File: config.mk
export PLATFORM = sky130hd
export DESIGN_NAME = deser_trama_32
export DESIGN_NICKNAME = d
export VERILOG_FILES = /design/src/rtl/deser_trama_32.sv
export SDC_FILE = /design/constraint.sdc
export NUM_CORES = 1
export LEC_CHECK = 0
export BUFFER_PORTS_ARGS = -buffer_cell sky130_fd_sc_hd__buf_4
export CAP_MARGIN = 5
export CORE_UTILIZATION = 57
export DETAILED_ROUTE_END_ITERATION = 8
export GPL_TIMING_DRIVEN = 0
export PLACE_DENSITY_LB_ADDON = 0.3
export SYNTH_ARGS = -nofsm -noshare
export SYNTH_HDL_FRONTEND = slang
export SYNTH_SLANG_ARGS = --single-unit
File: constraint.sdc
create_clock -name CLK -period 2.1 [get_ports CLK]
set_input_delay 0.42 -clock CLK [delete_from_list [all_inputs] [get_ports CLK]]
set_output_delay 0.42 -clock CLK [all_outputs]
set_load 0.005 [all_outputs]
File: src/rtl/deser_trama_32.sv
// Serial-to-parallel frame deserializer: hunts for SYNC, assembles WIDTH bits, VALID/ACK output.
// Optional even-parity check on a trailing bit when PARITY_CHK_EN is defined.
module deser_trama_32 #(
    parameter int                WIDTH  = 32,
    parameter int                SYNC_W = 8,
    parameter logic [SYNC_W-1:0] SYNC   = 8'hA5
) (
    input  logic             CLK,
    input  logic             RST_N,
    input  logic             ENB,
    input  logic             S_IN,
    input  logic             DIR,
    input  logic             ACK,
    output logic [WIDTH-1:0] Q,
    output logic             VALID,
    output logic             OVF,
    output logic             ERR_PAR
);

    localparam int BCW = $clog2(WIDTH + 1);
    localparam int FCW = $clog2(SYNC_W + 1);

    localparam logic [BCW-1:0] LAST_BIT  = BCW'(WIDTH - 1);
    localparam logic [FCW-1:0] FILL_FULL = FCW'(SYNC_W);

    localparam logic [1:0] HUNT = 2'd0;
    localparam logic [1:0] LOAD = 2'd1;
`ifdef PARITY_CHK_EN
    localparam logic [1:0] PAR  = 2'd2;
`endif

    logic [1:0]        state;
    logic [SYNC_W-1:0] window;
    logic [FCW-1:0]    fillCnt;
    logic [BCW-1:0]    bitCnt;
    logic              dirQ;
    logic [WIDTH-1:0]  shadow;

    logic [SYNC_W-1:0] windowNext;
    logic [FCW-1:0]    fillNext;
    logic              syncHit;
    logic [WIDTH-1:0]  shadowNext;
    logic              lastBit;
    logic              wordDone;
    logic [WIDTH-1:0]  wordOut;
`ifdef PARITY_CHK_EN
    logic              parFail;
`endif

    // Fill count stops at SYNC_W so a full window stays full while hunting.
    function automatic logic [FCW-1:0] satInc(input logic [FCW-1:0] v);
        satInc = (v == FILL_FULL) ? v : v + 1'b1;
    endfunction

`ifdef PARITY_CHK_EN
    function automatic logic evenPar(input logic [WIDTH-1:0] w);
        evenPar = ^w;
    endfunction
`endif

    always_comb begin
        windowNext = {window[SYNC_W-2:0], S_IN};
        fillNext   = satInc(fillCnt);
        syncHit    = (fillNext == FILL_FULL) && (windowNext == SYNC);
        shadowNext = dirQ ? {shadow[WIDTH-2:0], S_IN} : {S_IN, shadow[WIDTH-1:1]};
        lastBit    = (bitCnt == LAST_BIT);
`ifdef PARITY_CHK_EN
        wordOut  = shadow;
        wordDone = 1'b0;
        parFail  = 1'b0;
        if (ENB && state == PAR) begin
            wordDone = (evenPar(shadow) == S_IN);
            parFail  = (evenPar(shadow) != S_IN);
        end
`else
        wordOut  = shadowNext;
        wordDone = ENB && (state == LOAD) && lastBit;
`endif
    end

    // Control: hunt/load sequencing, sync window and counters.
    always_ff @(posedge CLK or negedge RST_N) begin
        if (!RST_N) begin
            state   <= HUNT;
            window  <= '0;
            fillCnt <= '0;
            bitCnt  <= '0;
            dirQ    <= 1'b0;
        end else if (ENB) begin
            case (state)
                HUNT: begin
                    window  <= windowNext;
                    fillCnt <= fillNext;
                    if (syncHit) begin
                        state  <= LOAD;
                        bitCnt <= '0;
                        dirQ   <= DIR;
                    end
                end
                LOAD: begin
                    bitCnt <= bitCnt + 1'b1;
                    if (lastBit) begin
                        window  <= '0;
                        fillCnt <= '0;
`ifdef PARITY_CHK_EN
                        state   <= PAR;
`else
                        state   <= HUNT;
`endif
                    end
                end
`ifdef PARITY_CHK_EN
                PAR: state <= HUNT;
`endif
                default: state <= HUNT;
            endcase
        end
    end

    // Data path: shadow register is fully rewritten every frame, so it needs no reset.
    always_ff @(posedge CLK) begin
        if (ENB && state == LOAD) begin
            shadow <= shadowNext;
        end
    end

    // Output word and handshake; a completion with an unconsumed word is dropped.
    always_ff @(posedge CLK or negedge RST_N) begin
        if (!RST_N) begin
            Q     <= '0;
            VALID <= 1'b0;
            OVF   <= 1'b0;
        end else if (wordDone) begin
            if (!VALID || ACK) begin
                Q     <= wordOut;
                VALID <= 1'b1;
            end else begin
                OVF <= 1'b1;
            end
        end else if (VALID && ACK) begin
            VALID <= 1'b0;
        end
    end

`ifdef PARITY_CHK_EN
    always_ff @(posedge CLK or negedge RST_N) begin
        if (!RST_N) begin
            ERR_PAR <= 1'b0;
        end else begin
            ERR_PAR <= parFail;
        end
    end
`else
    assign ERR_PAR = 1'b0;
`endif

endmodule

Word-level counts from Yosys, hierarchy flattened
Cells that the tools add are included.
{ "classes": {"n_addsub": 2, "mux": 14, "n_reduce_logical": 16, "bitwise_logic": 1, "n_eq_ne": 8} }
{ "ops": {"columns": ["operator", "n"], "rows": [
  ["$mux 32", 1],
  ["$pmux 7 s2", 1],
  ["$pmux 6 s2", 1],
  ["$reduce_and 3->1", 4],
  ["$eq 4x4->1 const B", 2],
  ["$eq 8x8->1 const B", 1],
  ["$mux 4", 2],
  ["$pmux 4 s2", 1],
  ["$mux 7", 1],
  ["$add 6x1->6 const B", 1],
  ["$eq 6x5->1 const B", 1],
  ["$mux 6", 1],
  ["$reduce_and 2->1", 3],
  ["$add 4x1->4 const B", 1],
  ["$logic_and 1x1->1", 4],
  ["$mux 2", 2],
  ["$ne 2x2->1 const B", 2],
  ["$pmux 2 s2", 1],
  ["$reduce_bool 2->1", 2],
  ["$mux 1", 3],
  ["$eq 2x1->1 const B", 1],
  ["$logic_not 2->1", 1],
  ["$ne 2x1->1 const B", 1],
  ["$logic_not 1->1", 1],
  ["other kinds (2)", 2]
]} }
{ "totals": {"elab_cells": 50, "output_inout_bits": 35, "regBits": 86, "in_bits": 6} }

Depth between registers and ports, before layout
{ "logic_depth": {"word_depth": 6, "depth_mapped": 8, "depth_no_buf": 7} }

Worst setup path after synthesis
No wires, ideal clock.
{ "synth_timing": {"kind": "register -> register", "from": "register fillCnt[0]", "to": "register dirQ", "arrival_time_ps": 1646, "setup_time_ps": 128, "path_slack_ps": 326, "required_time_ps": 1972, "stages_incl_launch_ff": 9, "period_less_slack_ps": 1774, "path_buffers": 1, "cell_sequence": "dfrtp_1 > buf_6 > inv_1 > ha_1 > nand2_1 > o31ai_1 > o2111ai_2 > nor2_1 > mux2_1"} }
{ "synth_via": {"elab_chain_len": 5, "elab_cells_between_ends": 6, "cone_classes": "add/sub (1); eq/ne (2); mux (1); reduce/logical (2)"} }
{ "synth_rtl": {"columns": ["item", "line", "source"], "rows": [
  ["start, declared", "34", "logic [FCW-1:0] fillCnt;"],
  ["start signal, assigned", "93", "fillCnt <= fillNext;"],
  ["$add 4x1->4 / $eq 4x4->1 (equally long branches)", "52", "satInc = (v == FILL_FULL) ? v : v + 1'b1;"],
  ["$mux 4 (*)", "52", null],
  ["$eq 4x4->1 (*)", "64", "syncHit = (fillNext == FILL_FULL) && (windowNext == SYNC);"],
  ["$logic_and 1x1->1 (*)", "64", null],
  ["$reduce_and 3->1 (no source line) (*)", null, null],
  ["end signal, assigned", "88", "dirQ <= 1'b0;"],
  ["end signal, assigned", "97", "dirQ <= DIR;"],
  ["end, declared", "36", "logic dirQ;"]
]} }
Mark *: on every way between the ends. The rest lies on a longest branch, timed or not.
A chain may end at the register's enable or synchronous reset.

Worst setup path after layout
{ "layout_timing": {"from": "register state[0]", "to": "register bitCnt[5]"} }
{ "layout_via": {"elab_chain_len": 3, "elab_cells_between_ends": 6, "cone_classes": "eq/ne (2); mux (1); reduce/logical (3)"} }
{ "layout_rtl": {"columns": ["item", "line", "source"], "rows": [
  ["start, declared", "32", "logic [1:0] state;"],
  ["start signal, assigned", "84", "state <= HUNT;"],
  ["start signal, assigned", "95", "state <= LOAD;"],
  ["start signal, assigned", "108", "state <= HUNT;"],
  ["$eq 2x1->1 / $logic_not 2->1 (equally long branches)", "90", "case (state)"],
  ["$reduce_bool 2->1 (no source line) / $ne 2x2->1 (equally long branches)", null, null],
  ["$reduce_and 3->1 (no source line)", null, null],
  ["end signal, assigned", "101", "bitCnt <= bitCnt + 1'b1;"],
  ["end, declared", "35", "logic [BCW-1:0] bitCnt;"]
]} }
Several ways; a longest one is shown, not always the timed one.

==> impl_metrics.toml <==
[sta]
period_minus_slack_ps = 1990
final_max_slew_viol_count = 0
fmax_mhz = 501
slew_headroom_pct = 55.0
timing_hold_violations_final = 0
finalSetupViolCount = 0
tightest_slew_ps = 675
fin_crit_sh_pct = 95.0
skew_ps = 8.09
fin_tns_setup_ps = 0
rsz0062_at_grt = "false"

[floorplanning]
core_sq_um = 6350
io_pins = 41
die-area_sq_um = 6920
num_rows = 29
die_h_microns = 83.2
start_util_pct = 59.2
dieWidth_microns = 83.2

[worst_setup_path]
cp_num_cells = 4
crit_start = "state[0]$_DFFE_PN0P_"
rr_startpoint = "state[0]$_DFFE_PN0P_"
cp-endpoint = "bitCnt[5]$_DFFE_PN0P_"
cp_slowest_cell = "dfrtp_1"
cp.required_ps = 2330
critPathMaxStageDelay_ps = 490
rr_endpoint = "bitCnt[5]$_DFFE_PN0P_"
crit_arrival_ps = 2230
critPathBufInv = 1
reg2reg_depth = 4
worst-path-max-fanout = 19
cp-end-kind = "register"
start_kind = "register"
path_cells = "nand2_1, clkinvlp_4, and3_1, a211o_1"
rrSetupSlack_ps = 110
cp_top_family = "simple AND/OR/NAND/NOR gates"
path_class = "register to register"

[routing]
first_pass_iters = 5
wl_met3_microns = 178
drt_first_iter_violations = 103
detail-route-antenna-nets = 0
drt-met1-wl_microns = 3060
wl_met2_microns = 2950
drc = 0
routed_wl_microns = 6310
num_vias = 2148
post_drt_wl_per_cell_microns = 16.4
via_per_inst = 5.59
top_layer_used = "met4"

[yosys]
seq_area_frac_synth_pct = 60.9
synth-edff-count = 32
syn_area_per_cell_sq_um = 15.0
synth_ff_type = "dfrtp_1"
synth-seq-cells = 85
synth_cell_types = 44
synthesis.area_sq_um = 3760
synth_area_leaders = "dfrtp_1 (35%), edfxtp_1 (26%), mux2_4 (12%)"
netlist_instances = 251
syn-num-nets = 260
synth_largest_area_cell = "dfrtp_1"
synth_warnings = 0
synth_top_area_share_pct = 35.3
async_flop_share_pct = 62.4

[clocking]
cts.reportedPaths.clkPinSlew_ps = 80
cts_root_buffer = "clkbuf_8"
cts.sinks = 85
clock_latency_ps = 350
htree_num_levels = 3
cts_max_path_buffers = 2
cts_tree = "done"
cts_hold_repair.buffers = 0
cts_buffers = 9

[global_route]
grt-ovfl-total = 0
grt_pass1_vias = 2181
grt_max_degree = 54
grt_use_total_pct = 19.9
antenna_found_initial = 0
grt_pass1_wl_microns = 10700

[flow_run]
cap_viol_max_count = 0

[hold_path]
hold_path.class = "input port to async pin"

[cells_and_area]
area_delta_synth_final_pct = 15.8
fillers = 444
finalInstanceArea_sq_um = 4350
final_common_cell = "dfrtp_1"
mostFrequentLayoutCells = "dfrtp_1 (53), buf_4 (40), mux2_2 (34)"
layout.nets = 311
layout-drive-gt1-share_pct = 45.9
diodes = 0

[power_and_ir_drop]
max-vdd-ir-drop_uv = 536
total_power_mw = 3.21
power.density_nw_per_um2 = 739
p_leak_nw = 2.01

[placed_design]
dp_hpwl_microns = 4100
routabilityCongestion = 0.773
numPortBuffers = 39
dpl-instance-area_sq_um = 4150

[run_status]
outcome = "finished, final reports clean"
[metrics by stage]
step	hold slack [ps]	util (%)	setup slack, ps	instances
after floorplan	124	-	326	251
after global placement	461	65.3	-95.2	367
after detailed placement	467	65.3	-144	367
after CTS	130	68.4	125	384
after global routing	153	68.5	7.94	384
final	94.0	68.5	105	384
[cells in the mapped netlist (all sizes together), types with 2 or more instances]
cell type and instances:
clkbuf 3, nand2b 2, nand2 24, buf 10
nand3 4, inv 3, mux2 65, a22o 2
edfxtp 32, dfrtp 53, and3 2, a31oi 2
o21ai 10, nor2 5, o31ai 2, a21oi 6
nor3 3, ha 3, nor2b 3
[flip-flops by register name, summed over array words and instances, names as in the netlist]
| name | count |
|---|---|
| OVF | 1 |
| Q | 32 |
| VALID | 1 |
| bitCnt | 6 |
| dirQ | 1 |
| fillCnt | 4 |
| shadow | 32 |
| state | 1 |
| window | 7 |
[area by class of cell]
cell class                 instances  area (sq um)  area share, %
buffer                            13          95.1           2.19
clock buffer                      12           135           3.11
clock inverter                     4          48.8           1.12
inverter                           3          15.0          0.345
multi-input combinational        150          1370           31.5
sequential                        85          2290           52.6
tap                               77          96.3           2.22
timing repair buffer              39           293           6.73
timing repair inverter             1          7.51          0.173
[cells by family after synthesis]
| logic type | count (synthesis) | share of synthesized area [%] |
|---|---|---|
| xor+xnor | 1 | 0.233 |
| other cells | 1 | 0.0998 |
| mux | 66 | 22.7 |
| simple gates | 50 | 7.06 |
| flops | 85 | 60.9 |
| buf+inv | 16 | 2.83 |
| fa+ha+maj | 3 | 0.999 |
| compound gates | 29 | 5.16 |
[metal layers]
layer  track usage, %  vias to the layer above
met5                0                        -
met4             8.46                        0
met3             3.28                       10
met2             30.7                       40
met1             28.3                     1091
li1                 -                     1007
[worst min-delay path by stage]
stage	from	to	slack, ps	cells after the start
finish	RST_N	Q[7]$_DFFE_PN0P_	90	1
global route	RST_N	Q[7]$_DFFE_PN0P_	150	1
CTS	RST_N	window[5]$_DFFE_PN0P_	130	1
detailed placement	OVF$_DFFE_PN0P_	OVF$_DFFE_PN0P_	470	1
global placement	OVF$_DFFE_PN0P_	OVF$_DFFE_PN0P_	460	1
floorplan	RST_N	OVF$_DFFE_PN0P_	120	0
[timing repair]
action | CTS | global route
resized for setup | 2 | 2
pin swaps | 0 | 0
setup buffers | 0 | 0
endpoints found under the setup margin | 37 | 1
gates cloned | 1 | 0
[report_power, final]
part	switching [mW]	total, mW	leakage (nW)	internal, mW
Sequential	0.0560	1.82	1.01	1.77
Clock	0.541	1.09	0.0943	0.550
Combinational	0.164	0.298	0.900	0.134
Total	0.761	3.21	2.01	2.45
Power figures use the tool's default switching activity.
